## src/rtl/status_fifo.sv

```systemverilog
// Single-clock status FIFO with occupancy flags and programmable almost thresholds.
// Define STATUS_FIFO_STICKY_ERR_EN for sticky overflow/underflow, which adds the err_clr input.
module status_fifo #(
  parameter int DATA_WIDTH = 6,
  parameter int ADDR_WIDTH = 3,
  parameter int AF_DEFAULT = 6,
  parameter int AE_DEFAULT = 2
) (
  input  logic                  clk,
  input  logic                  rst,
  input  logic                  enb,
  input  logic                  wr_en,
  input  logic [DATA_WIDTH-1:0] data_in,
  input  logic                  rd_en,
  output logic [DATA_WIDTH-1:0] data_out,
  output logic                  valid_out,
  input  logic                  th_load,
  input  logic [ADDR_WIDTH:0]   af_th,
  input  logic [ADDR_WIDTH:0]   ae_th,
`ifdef STATUS_FIFO_STICKY_ERR_EN
  input  logic                  err_clr,
`endif
  output logic [ADDR_WIDTH:0]   count,
  output logic                  full,
  output logic                  almost_full,
  output logic                  empty,
  output logic                  almost_empty,
  output logic                  overflow,
  output logic                  underflow
);

  localparam int CW = ADDR_WIDTH + 1;
  localparam logic [CW-1:0] DEPTH_C = CW'(2 ** ADDR_WIDTH);

  logic [DATA_WIDTH-1:0] mem [2**ADDR_WIDTH];
  logic [ADDR_WIDTH-1:0] wr_ptr, rd_ptr;
  logic [CW-1:0]         af_reg, ae_reg;
  logic                  pop_ok, push_ok, ovf_now, udf_now;

  assign full         = (count == DEPTH_C);
  assign empty        = (count == '0);
  assign almost_full  = (count >= af_reg);
  assign almost_empty = (count <= ae_reg);

  // A pop frees a slot on the same edge, so a full FIFO may still accept a push alongside it.
  assign pop_ok  = enb & rd_en & ~empty;
  assign push_ok = enb & wr_en & (~full | pop_ok);
  assign ovf_now = enb & wr_en & full & ~pop_ok;
  assign udf_now = enb & rd_en & empty;

  always_ff @(posedge clk) begin
    if (rst && push_ok) mem[wr_ptr] <= data_in;
  end

  always_ff @(posedge clk) begin
    if (!rst) begin
      wr_ptr    <= '0;
      rd_ptr    <= '0;
      count     <= '0;
      data_out  <= '0;
      valid_out <= 1'b0;
      overflow  <= 1'b0;
      underflow <= 1'b0;
      af_reg    <= CW'(AF_DEFAULT);
      ae_reg    <= CW'(AE_DEFAULT);
    end else begin
      if (push_ok) wr_ptr <= wr_ptr + 1'b1;
      if (pop_ok) begin
        rd_ptr   <= rd_ptr + 1'b1;
        data_out <= mem[rd_ptr];
      end
      case ({push_ok, pop_ok})
        2'b10:   count <= count + 1'b1;
        2'b01:   count <= count - 1'b1;
        default: count <= count;
      endcase
      if (enb && th_load) begin
        af_reg <= af_th;
        ae_reg <= ae_th;
      end
      valid_out <= pop_ok;
`ifdef STATUS_FIFO_STICKY_ERR_EN
      // A fresh error outranks a clear in the same cycle.
      overflow  <= ovf_now | (overflow & ~err_clr);
      underflow <= udf_now | (underflow & ~err_clr);
`else
      overflow  <= ovf_now;
      underflow <= udf_now;
`endif
    end
  end

endmodule

```

## config.mk

```make
export PLATFORM = sky130hd
export DESIGN_NAME = status_fifo
export DESIGN_NICKNAME = d
export VERILOG_FILES = /design/src/rtl/status_fifo.sv
export SDC_FILE = /design/constraint.sdc
export NUM_CORES = 1
export LEC_CHECK = 0
export CORE_MARGIN = 1
export CORE_UTILIZATION = 50
export CTS_BUF_LIST = sky130_fd_sc_hd__clkbuf_8
export CTS_CLUSTER_SIZE = 10
export DETAILED_ROUTE_END_ITERATION = 8
export HOLD_SLACK_MARGIN = 0.15
export PLACE_DENSITY_LB_ADDON = 0.12
export SYNTH_ARGS = -nofsm -noshare
export SYNTH_HDL_FRONTEND = slang
export SYNTH_SLANG_ARGS = --single-unit
export TNS_END_PERCENT = 1
```

## constraint.sdc

```tcl
create_clock -name clk -period 4.85 [get_ports clk]
set_input_delay 0.97 -clock clk [delete_from_list [all_inputs] [get_ports clk]]
set_output_delay 0.97 -clock clk [all_outputs]
set_load 0.1 [all_outputs]
```

==> metrics.csv, run 1 <==
stage,metric,value,unit
clock_tree,ctsHtreeMaxLevel,3,
sta,slew-limit-headroom,0.352,
clock_tree,cts_buffers,9,
setup_path,crit_chain,ha_1 -> nor2b_1 -> o21a_1 -> o21a_1 -> o21ai_1 -> clkdlybuf4s50_1,
finish,diodes,0,
setup_path,worst-path-stages,6,
yosys,synthesis.area,0.00322,mm^2
setup_path,r2r_cells,4,
setup_path,cp_num_buf_inv,1,
power_and_ir_drop,p_leak,1.35,nW
placement,place_hpwl,3.80,mm
finish,fillCellCount,486,
sta,worst_slew_pin_slew,0.968,ns
yosys,synth_fp_nets,265,
clock_tree,postCtsHoldBufs,0,
setup_path,worstSetupPathType,flop to output port,
sta,fin_crit_sh,0.807,
yosys,postSynth.asyncResetShare,0,
routing,wl_met3,304,um
clock_tree,cts_setup_buffers,0,
global_routing,grt_pass1_vias,1814,
floorplan,rows,28,
finish,nets,306,
routing,drc_errors,0,
setup_path,path_delay_family,buffers and inverters,
routing,wl_met1,2.81,mm
min_path,min_from,af_reg[3],
power_and_ir_drop,finalPower,0.00128,W
floorplan,die_w,82.3,um
setup_path,critPathMaxFanout,11,
floorplan,core,0.00606,mm^2
clock_tree,clockBufferDepth,2,
global_routing,grt_antenna_before_repair,0,
sta,finalCriticalPeriod,3.91,ns
setup_path,cp.arrival,2.94,ns
yosys,yosysMostFrequentCell,edfxtp_1,
sta,fmax,255,MHz
setup_path,crit_path_end_kind,output port,
yosys,syn_area_per_cell,13.8,um^2
finish,postLayoutCellArea,0.00382,mm^2
sta,rsz0062_at_grt,no,
global_routing,grt_pass1_wl,9.13,mm
routing,routed_wl,5.72,mm
setup_path,critical_path_required,3.88,ns
routing,routedWlPerCell,16.1,um
setup_path,critPathMaxStageDelay,1.14,ns
routing,firstDrtPassIters,4,
job,drv_cap,0,
setup_path,rrSetupSlack,2.69,ns
clock_tree,cts_root_buffer,clkbuf_8,
finish,fin_util,0.630,
placement,io_buffers,36,
routing,viasPerCell,5.50,
global_routing,grt_max_degree,20,
setup_path,timing.critical_path.mode_cell,o21a_1,
routing,ant_nets,0,
clock_tree,path_clk_slew,0.08,ns
setup_path,critPathLaunchType,flop,
finish,largest_reg_flops,48,
run_status,outcome,"complete, no violations",
yosys,synth_cell_types,38,
global_routing,gr-total-overflow,0,
routing,vias,1951,
yosys,synth.top_cell.area_share,0.448,
yosys,synthCells,234,
yosys,synth_area_leaders,"edfxtp_1 45%, dfxtp_1 17%, mux4_2 8.4%",
routing,drt_iter0_drc,108,
clock_tree,post_cts_resized,0,
clock_tree,cts_tree,done,
finish,drive_gt1_frac,0.143,
yosys,ys_seq_area_frac,0.615,
placement,gp_congestion,0.743,
routing,highest_layer,met4,
floorplan,die_area,0.00677,mm^2
floorplan,io_pins,37,
global_routing,grt.total_usage,0.194,
sta,setup_tns,0,ns
routing,wl_met2,2.54,mm
setup_path,crit_path_end,almost_empty,
finish,largest_register,mem,
yosys,synth_edf_count,48,
finish,reg_top3,"mem x48, data_out x6",
setup_path,r2r_end,mem[6][3],
power_and_ir_drop,ir_drop,0.187,mV
floorplan,die_h,82.3,um
yosys,synth-seq-cells,75,
min_path,hold_class,flop to flop,
clock_tree,insertion_delay,0.35,ns
yosys,synth_common_cells,"48 x edfxtp_1, 27 x dfxtp_1, 22 x nand2_1, 12 x mux4_2, 11 x ha_1",
finish,area_growth,18.6,%
setup_path,critPathLaunch,count[1],
sta,slew_violations,0,
sta,hold_viol_final,0,
setup_path,cpMaxStageDelayCell,clkdlybuf4s50_1,
power_and_ir_drop,cellPowerDensity,336,mW/mm^2
setup_path,r2r_start,count[1],
yosys,synth_top_cell_by_area,edfxtp_1,
clock_tree,clock_sinks,75,
yosys,ys_warn_count,0,
yosys,synth_ff_type,edfxtp_1,
sta,setup_viol,0,
sta,clock_skew,0.00789,ns
placement,place_area,0.00364,mm^2
floorplan,initial_utilization,0.531,
-- how the worst min path moves through the flow --
stage | to | cells after the start
after detailed placement | af_reg[3] | 2
after CTS | af_reg[3] | 2
final | af_reg[3] | 2
after global routing | af_reg[3] | 2
after global placement | af_reg[3] | 2
after floorplan | ae_reg[2] | 2
-- cells in the final DEF, fill, tap and decap left out, drive strengths merged, types with 2 or more instances in the layout --
| cell type | netlist | layout |
|---|---|---|
| a21oi | 6 | 6 |
| nor3 | 8 | 8 |
| buf | 6 | 7 |
| and2 | 4 | 4 |
| clkbuf | 7 | 9 |
| o21ai | 8 | 8 |
| dfxtp | 27 | 27 |
| a21o | 3 | 3 |
| and3 | 2 | 2 |
| ha | 11 | 11 |
| nand3 | 4 | 4 |
| mux2i | 10 | 10 |
| xnor2 | 4 | 4 |
| a21boi | 7 | 7 |
| o211ai | 3 | 3 |
| clkinv | 0 | 3 |
| nor2b | 6 | 6 |
| mux4 | 12 | 12 |
| clkdlybuf4s50 | 0 | 36 |
| edfxtp | 48 | 48 |
| clkinvlp | 0 | 2 |
| nor2 | 5 | 5 |
| inv | 10 | 12 |
| nand2b | 5 | 5 |
| nand2 | 22 | 22 |
| nand4 | 4 | 4 |
| o21a | 4 | 4 |
-- metrics by stage --
| stage | hold slack [ns] | setup WS (ns) | std cells |
|---|---|---|---|
| final | 0.468 | 0.936 | 355 |
| after global routing | 0.494 | 0.771 | 355 |
| after CTS | 0.471 | 0.927 | 355 |
| after detailed placement | 0.460 | 1.32 | 339 |
| after global placement | 0.456 | 1.37 | 339 |
| after floorplan | 0.444 | 0.731 | 234 |
-- worst min-delay path: cells and delay by family (launching register included) --
| family | cells | cell delay (ns) |
|---|---|---|
| and+or+nand+nor | 1 | 0.04 |
| DFF | 1 | 0.31 |
| AOI/OAI and AO/OA | 1 | 0.06 |
-- where the power goes --
group	leakage [nW]	total (W)	internal, W	switching, W
clock	0.0860	0.000430	0.000188	0.000241
sequential	0.652	0.000701	0.000689	0.0000120
combinational	0.614	0.000151	0.0000557	0.0000948
total	1.35	0.00128	0.000933	0.000348
-- per-layer routing --
| layer | vias up | global-route usage |
|---|---|---|
| met2 | 50 | 0.275 |
| li1 | 947 | - |
| met5 | - | 0 |
| met4 | 0 | 0.0684 |
| met1 | 948 | 0.280 |
| met3 | 6 | 0.0593 |
-- final cells by class --
cell class | instances | area, um^2 | share of cell area
Clock buffer | 9 | 124 | 0.0324
Inverter | 10 | 37.5 | 0.00983
Multi-Input combinational cell | 136 | 1120 | 0.293
Tap cell | 75 | 93.8 | 0.0246
Clock inverter | 7 | 51.3 | 0.0134
Sequential cell | 75 | 1980 | 0.519
Timing Repair Buffer | 43 | 413 | 0.108
-- cells by family after synthesis --
kind of cell / share of synthesized area
simple gates: 0.105
mux: 0.115
buf+inv: 0.0377
fa+ha+maj: 0.0427
compound gates: 0.0734
xor+xnor: 0.0109
flops: 0.615
Power figures use the tool's default switching activity.
==> run 2: changes to the inputs <==
Clock period 4.85 ns to 3.4 ns, I/O delays scaled along.
==> run 2 against run 1 <==
- die area is the same
- global-route usage decreased by 1.3 points
- highest routed layer unchanged
- total power grew 47%
- non-clock buffer count unchanged
- clock-buffer cell count unchanged
- combinational power is 42% higher
- clock power up 56%
- sequential power up 43%
==> metrics.csv, run 2 (same netlist as run 1, synthesis figures left out) <==
stage,metric,value,unit,change
run_status,outcome,"complete, no violations",,
routing,routedWlPerCell,15.2,um,-5.4%
power_and_ir_drop,p_leak,1.38,nW,+2.1%
sta,setup_viol,0,,unchanged
min_path,holdPathStages,2,,unchanged
finish,fillCellCount,500,,+2.9%
setup_path,critPathMaxStageDelay,0.53,ns,-0.61 ns
global_routing,grt_max_degree,29,,+45%
setup_path,worstSetupPathType,flop to output port,,
setup_path,cp_num_buf_inv,2,,+1
setup_path,path_delay_family,flip-flops,,
sta,slew_violations,0,,unchanged
floorplan,initial_utilization,0.531,,unchanged
min_path,hold_class,flop to flop,,
job,drv_cap,0,,unchanged
routing,drt_iter0_drc,67,,-38%
setup_path,critical_path_required,2.72,ns,-1.16 ns
setup_path,crit_chain,inv_1 -> ha_1 -> nand2b_1 -> a21o_1 -> a21o_1 -> a21o_1 -> buf_4,,
sta,hold_viol_final,0,,unchanged
global_routing,grt_pass1_wl,8.56,mm,-6.3%
finish,drive_gt1_frac,0.179,,+0.0357
setup_path,rrSetupSlack,1.41,ns,-1.28 ns
finish,layout_common_cells,"48 x edfxtp_1, 27 x dfxtp_1, 27 x clkdlybuf4s50_1, 22 x nand2_1, 16 x buf_4",,
clock_tree,cts_root_buffer,clkbuf_8,,
placement,gp_congestion,0.794,,+6.8%
sta,fmax,349,MHz,
routing,wl_met3,265,um,-13%
setup_path,critPathLaunchType,flop,,
routing,wl_met1,2.73,mm,-3.0%
sta,setup_tns,0,ns,unchanged
routing,wl_met2,2.40,mm,-5.4%
finish,final_common_cell,edfxtp_1,,
sta,clock_skew,0.00917,ns,+0.00128 ns
power_and_ir_drop,ir_drop,0.362,mV,+93%
power_and_ir_drop,pwr-share-clk,0.356,,+0.021
global_routing,grt_antenna_before_repair,0,,unchanged
sta,finalWorstSetupSlack,0.531,ns,-0.405 ns
finish,reg_top3,"mem x48, data_out x6",,
setup_path,critPathMaxFanout,10,,-1
finish,area_growth,18.8,%,
routing,firstDrtPassIters,4,,unchanged
clock_tree,clock_sinks,75,,unchanged
finish,largest_reg_flops,48,,unchanged
setup_path,r2r_start,count[1],,
clock_tree,insertion_delay,0.34,ns,about the same
floorplan,die_w,82.3,um,unchanged
min_path,min_from,ae_reg[2],,
power_and_ir_drop,p_seq_frac,0.530,,-0.017
clock_tree,path_clk_slew,0.08,ns,about the same
clock_tree,post_cts_resized,0,,unchanged
clock_tree,cts_tree,done,,
clock_tree,clockBufferDepth,2,,unchanged
power_and_ir_drop,swShare,0.255,,-0.0163
power_and_ir_drop,p_sw,0.000482,W,+38%
global_routing,gr-total-overflow,0,,unchanged
floorplan,rows,28,,unchanged
placement,io_buffers,36,,unchanged
setup_path,timing.critical_path.mode_cell,a21o_1,,
global_routing,grt_pass1_vias,1716,,-5.4%
setup_path,r2r_end,count[2],,
setup_path,crit_path_end_kind,output port,,
routing,routed_wl,5.41,mm,-5.4%
sta,fin_crit_sh,0.844,,
min_path,worstHoldEndpoint,ae_reg[2],,
sta,rsz0062_at_grt,no,,
clock_tree,ctsHtreeMaxLevel,3,,unchanged
finish,nets,306,,unchanged
routing,drc_errors,0,,unchanged
routing,viasPerCell,5.42,,-1.4%
clock_tree,cts_setup_buffers,0,,unchanged
clock_tree,cts_buffers,9,,unchanged
floorplan,die_area,0.00677,mm^2,unchanged
finish,diodes,0,,unchanged
placement,place_hpwl,3.82,mm,+0.58%
sta,worst_slew_pin_slew,0.959,ns,-0.00902 ns
power_and_ir_drop,cellPowerDensity,493,mW/mm^2,+47%
setup_path,cpMaxStageDelayCell,dfxtp_1,,
global_routing,grt.total_usage,0.180,,-0.0133
power_and_ir_drop,combPwrFrac,0.114,,-0.004
finish,largest_register,mem,,
floorplan,die_h,82.3,um,unchanged
routing,ant_nets,0,,unchanged
floorplan,core,0.00606,mm^2,unchanged
setup_path,cp.arrival,2.19,ns,-0.75 ns
sta,slew-limit-headroom,0.358,,+0.00603
sta,finalCriticalPeriod,2.87,ns,
floorplan,io_pins,37,,unchanged
placement,dp_slack,0.665,ns,-0.658 ns
routing,vias,1923,,-1.4%
setup_path,r2r_cells,6,,+2
clock_tree,postCtsHoldBufs,0,,unchanged
routing,highest_layer,met4,,
power_and_ir_drop,power.internal,0.00140,W,+51%
[run 2: how the worst max path moves through the flow]
stage                         from      endpoint  slack, ns  depth (start not counted)
after floorplan           count[1]  almost_empty        0.1                          5
after global placement         enb     mem[7][2]       0.76                          5
after detailed placement       enb     mem[7][1]       0.66                          5
after CTS                 count[0]   almost_full       0.48                          7
after global routing      count[0]   almost_full       0.40                          7
final                     count[0]   almost_full       0.53                          7
[run 2: per-layer routing]
metal / track usage / vias to the layer above
li1: - / 949
met1: 0.262 / 926
met2: 0.260 / 44
met3: 0.0593 / 4
met4: 0.0474 / 0
met5: 0 / -
[run 2: power by group through the flow]
stage / clock [W] / sequential, W / combinational [W]
final: 0.000671 / 0.00100 / 0.000215
after floorplan: 0 / 0.00106 / 0.000116
after global routing: 0.000733 / 0.00100 / 0.000231
after global placement: 0 / 0.00102 / 0.000213
after CTS: 0.000692 / 0.00100 / 0.000216
after detailed placement: 0 / 0.00102 / 0.000215
[run 2: layout make-up]
| class | count | area [um^2] | share of cell area |
|---|---|---|---|
| repair buffers | 43 | 390 | 0.102 |
| flip-flops and latches | 75 | 1980 | 0.518 |
| clock buffers | 9 | 124 | 0.0324 |
| well taps | 75 | 93.8 | 0.0245 |
| multi-input cells | 136 | 1120 | 0.293 |
| clock inverters | 7 | 77.6 | 0.0203 |
| inverters | 10 | 37.5 | 0.00981 |
[run 2: through the flow]
stage | utilization | instances | hold slack [ns] | instance area (um^2) | total power, W
2_1_floorplan | - | 234 | 0.444 | 3220 | 0.00118
3_3_place_gp | 0.598 | 339 | 0.454 | 3620 | 0.00123
3_5_place_dp | 0.598 | 339 | 0.458 | 3620 | 0.00124
4_1_cts | 0.631 | 355 | 0.469 | 3830 | 0.00191
5_1_grt | 0.631 | 355 | 0.499 | 3830 | 0.00197
6_report | 0.631 | 355 | 0.464 | 3830 | 0.00189
[run 2: worst min-delay path: stages, from the launching register on]
cell and delay (ns):
dfxtp_1 0.31, nand2_1 0.05, a21boi_0 0.06
==> run 3: changes to the inputs <==
Clock period 3.4 ns to 2.7 ns, I/O delays scaled along.
==> run 3 against run 2 <==
- worst setup slack got worse by 0.44 ns
- worst hold slack gained 0.0084 ns
- non-clock buffer count up 4
- combinational power increased by 37%
- largest power group unchanged
==> metrics.csv, run 3 (same netlist as run 1, synthesis figures left out) <==
stage,metric,value,unit,change
power_and_ir_drop,p_sw,0.000579,W,+20%
setup_path,critPathLaunchType,flop,,
routing,ant_nets,0,,unchanged
global_routing,grt_max_degree,28,,-3.4%
power_and_ir_drop,combPwrFrac,0.126,,+0.012
clock_tree,post_cts_resized,0,,unchanged
routing,routedWlPerCell,15.8,um,+3.9%
setup_path,cp.arrival,2.07,ns,-0.12 ns
global_routing,gr-usage-met1,0.280,,+0.0182
clock_tree,path_clk_slew,0.08,ns,about the same
sta,fin_crit_sh,0.965,,
floorplan,die_area,0.00677,mm^2,unchanged
sta,worst_slew_pin_slew,0.639,ns,-0.321 ns
min_path,hold_class,flop to flop,,
power_and_ir_drop,p_seq_frac,0.535,,+0.005
routing,drc_errors,0,,unchanged
routing,drt_iter0_drc,73,,+9.0%
finish,final_common_cell,edfxtp_1,,
finish,drive_gt1_frac,0.215,,+0.0362
finish,multi_input_area,0.00113,mm^2,+0.67%
floorplan,core,0.00606,mm^2,unchanged
sta,slew-limit-headroom,0.574,,+0.215
finish,nets,310,,+1.3%
routing,firstDrtPassIters,4,,unchanged
sta,fmax,384,MHz,
sta,finalCriticalPeriod,2.61,ns,
setup_path,critical_path_required,2.16,ns,-0.56 ns
clock_tree,postCtsHoldBufs,0,,unchanged
finish,diodes,0,,unchanged
sta,slew_violations,0,,unchanged
sta,hold_ws,0.473,ns,+0.00844 ns
power_and_ir_drop,pwr-share-clk,0.339,,-0.017
clock_tree,clock_sinks,75,,unchanged
power_and_ir_drop,swShare,0.247,,-0.00887
global_routing,grt_antenna_before_repair,0,,unchanged
placement,gp_congestion,0.789,,-0.71%
global_routing,gr-total-overflow,0,,unchanged
global_routing,grt_pass1_wl,9.11,mm,+6.5%
sta,clock_skew,0.0107,ns,+0.00153 ns
global_routing,grt_pass1_vias,1794,,+4.5%
clock_tree,insertion_delay,0.34,ns,about the same
setup_path,critPathMaxFanout,11,,+1
floorplan,die_w,82.3,um,unchanged
clock_tree,cts_setup_buffers,0,,unchanged
floorplan,die_h,82.3,um,unchanged
setup_path,crit_path_end_kind,output port,,
global_routing,grtUsageMet2,0.282,,+0.0223
clock_tree,clockBufferDepth,2,,unchanged
finish,regArea,0.00198,mm^2,about the same
finish,largest_reg_flops,48,,unchanged
sta,hold_viol_final,0,,unchanged
power_and_ir_drop,power.internal,0.00177,W,+26%
power_and_ir_drop,ir_drop,0.454,mV,+26%
global_routing,busiest_layer,met2,,
finish,largest_register,mem,,
global_routing,grt.total_usage,0.193,,+0.0130
run_status,outcome,"complete, no violations",,
clock_tree,cts_buffers,9,,unchanged
sta,rsz0062_at_grt,no,,
floorplan,io_pins,37,,unchanged
global_routing,met3_usage,0.0593,,unchanged
routing,vias,1913,,-0.52%
finish,reg_top3,"mem x48, data_out x6",,
routing,viasPerCell,5.33,,-1.6%
routing,routed_wl,5.68,mm,+5.0%
clock_tree,cts_root_buffer,clkbuf_8,,
finish,fillCellCount,466,,-6.8%
floorplan,initial_utilization,0.531,,unchanged
power_and_ir_drop,p_leak,1.44,nW,+4.5%
finish,layout_common_cells,"48 x edfxtp_1, 26 x dfxtp_1, 24 x buf_4, 22 x nand2_1, 19 x clkdlybuf4s50_1",,
job,drv_cap,0,,unchanged
placement,place_hpwl,4.03,mm,+5.5%
finish,area_growth,20.4,%,
sta,setup_viol,0,,unchanged
power_and_ir_drop,cellPowerDensity,605,mW/mm^2,+23%
power_and_ir_drop,finalPower,0.00235,W,+24%
clock_tree,ctsHtreeMaxLevel,3,,unchanged
clock_tree,cts_tree,done,,
floorplan,rows,28,,unchanged
setup_path,worstSetupPathType,flop to output port,,
placement,io_buffers,36,,unchanged
[run 3: changes by cell type in the layout (fill, tap and decap cells not counted), moves of 2 or more]
cell,delta
buf_12,+4
buf_4,+8
clkdlybuf4s50_1,-8
clkinv_2,+2
clkinv_4,-2
inv_1,+2
[run 3: path summary, 6_finish.rpt]
check / start / end / slack (ns) / cells past startpoint
hold reg to reg: ae_reg[2] / ae_reg[2] / 0.47 / 2
setup / recovery: count[1] / almost_empty / 0.09 / 6
hold / removal: ae_reg[2] / ae_reg[2] / 0.47 / 2
setup reg to reg: count[1] / mem[4][0] / 0.70 / 5
[run 3: power by group through the flow]
stage	sequential, W	combinational, W	clock (W)
floorplan	0.00134	0.000148	0
global placement	0.00128	0.000294	0
detailed placement	0.00128	0.000296	0
CTS	0.00125	0.000298	0.000822
global route	0.00126	0.000317	0.000870
finish	0.00126	0.000295	0.000796
[run 3: routing by layer]
layer / wire length, um / vias to the layer above / share of wire
met5: 0 / - / 0
met4: 64 / 0 / 0.011
met3: 249 / 9 / 0.044
met2: 2520 / 35 / 0.44
met1: 2840 / 912 / 0.50
li1: - / 957 / -
[run 3: area by class of cell]
cell class                 instances  share of cell area
multi-input combinational        136               0.291
sequential                        75               0.511
clock buffer                       9              0.0319
tap                               75              0.0242
clock inverter                     7              0.0158
inverter                          10             0.00968
timing repair buffer              47               0.116
[run 3: per-stage QoR]
stage	setup slack, ns	utilization	TNS, ns	cells	instance area [um^2]
6_report	0.0934	0.640	0	359	3880
5_1_grt	0.00446	0.640	0	359	3880
4_1_cts	0.0735	0.640	0	359	3880
3_5_place_dp	0.238	0.609	0	343	3690
3_3_place_gp	0.291	0.609	0	343	3690
2_1_floorplan	-0.216	-	-0.275	234	3230
[run 3: critical path, cell delays in order, from the launching register on]
cell,delay [ns]
dfxtp_1,0.59
ha_1,0.32
nor2b_1,0.13
o21a_1,0.16
o21a_1,0.19
o21ai_4,0.15
buf_12,0.19
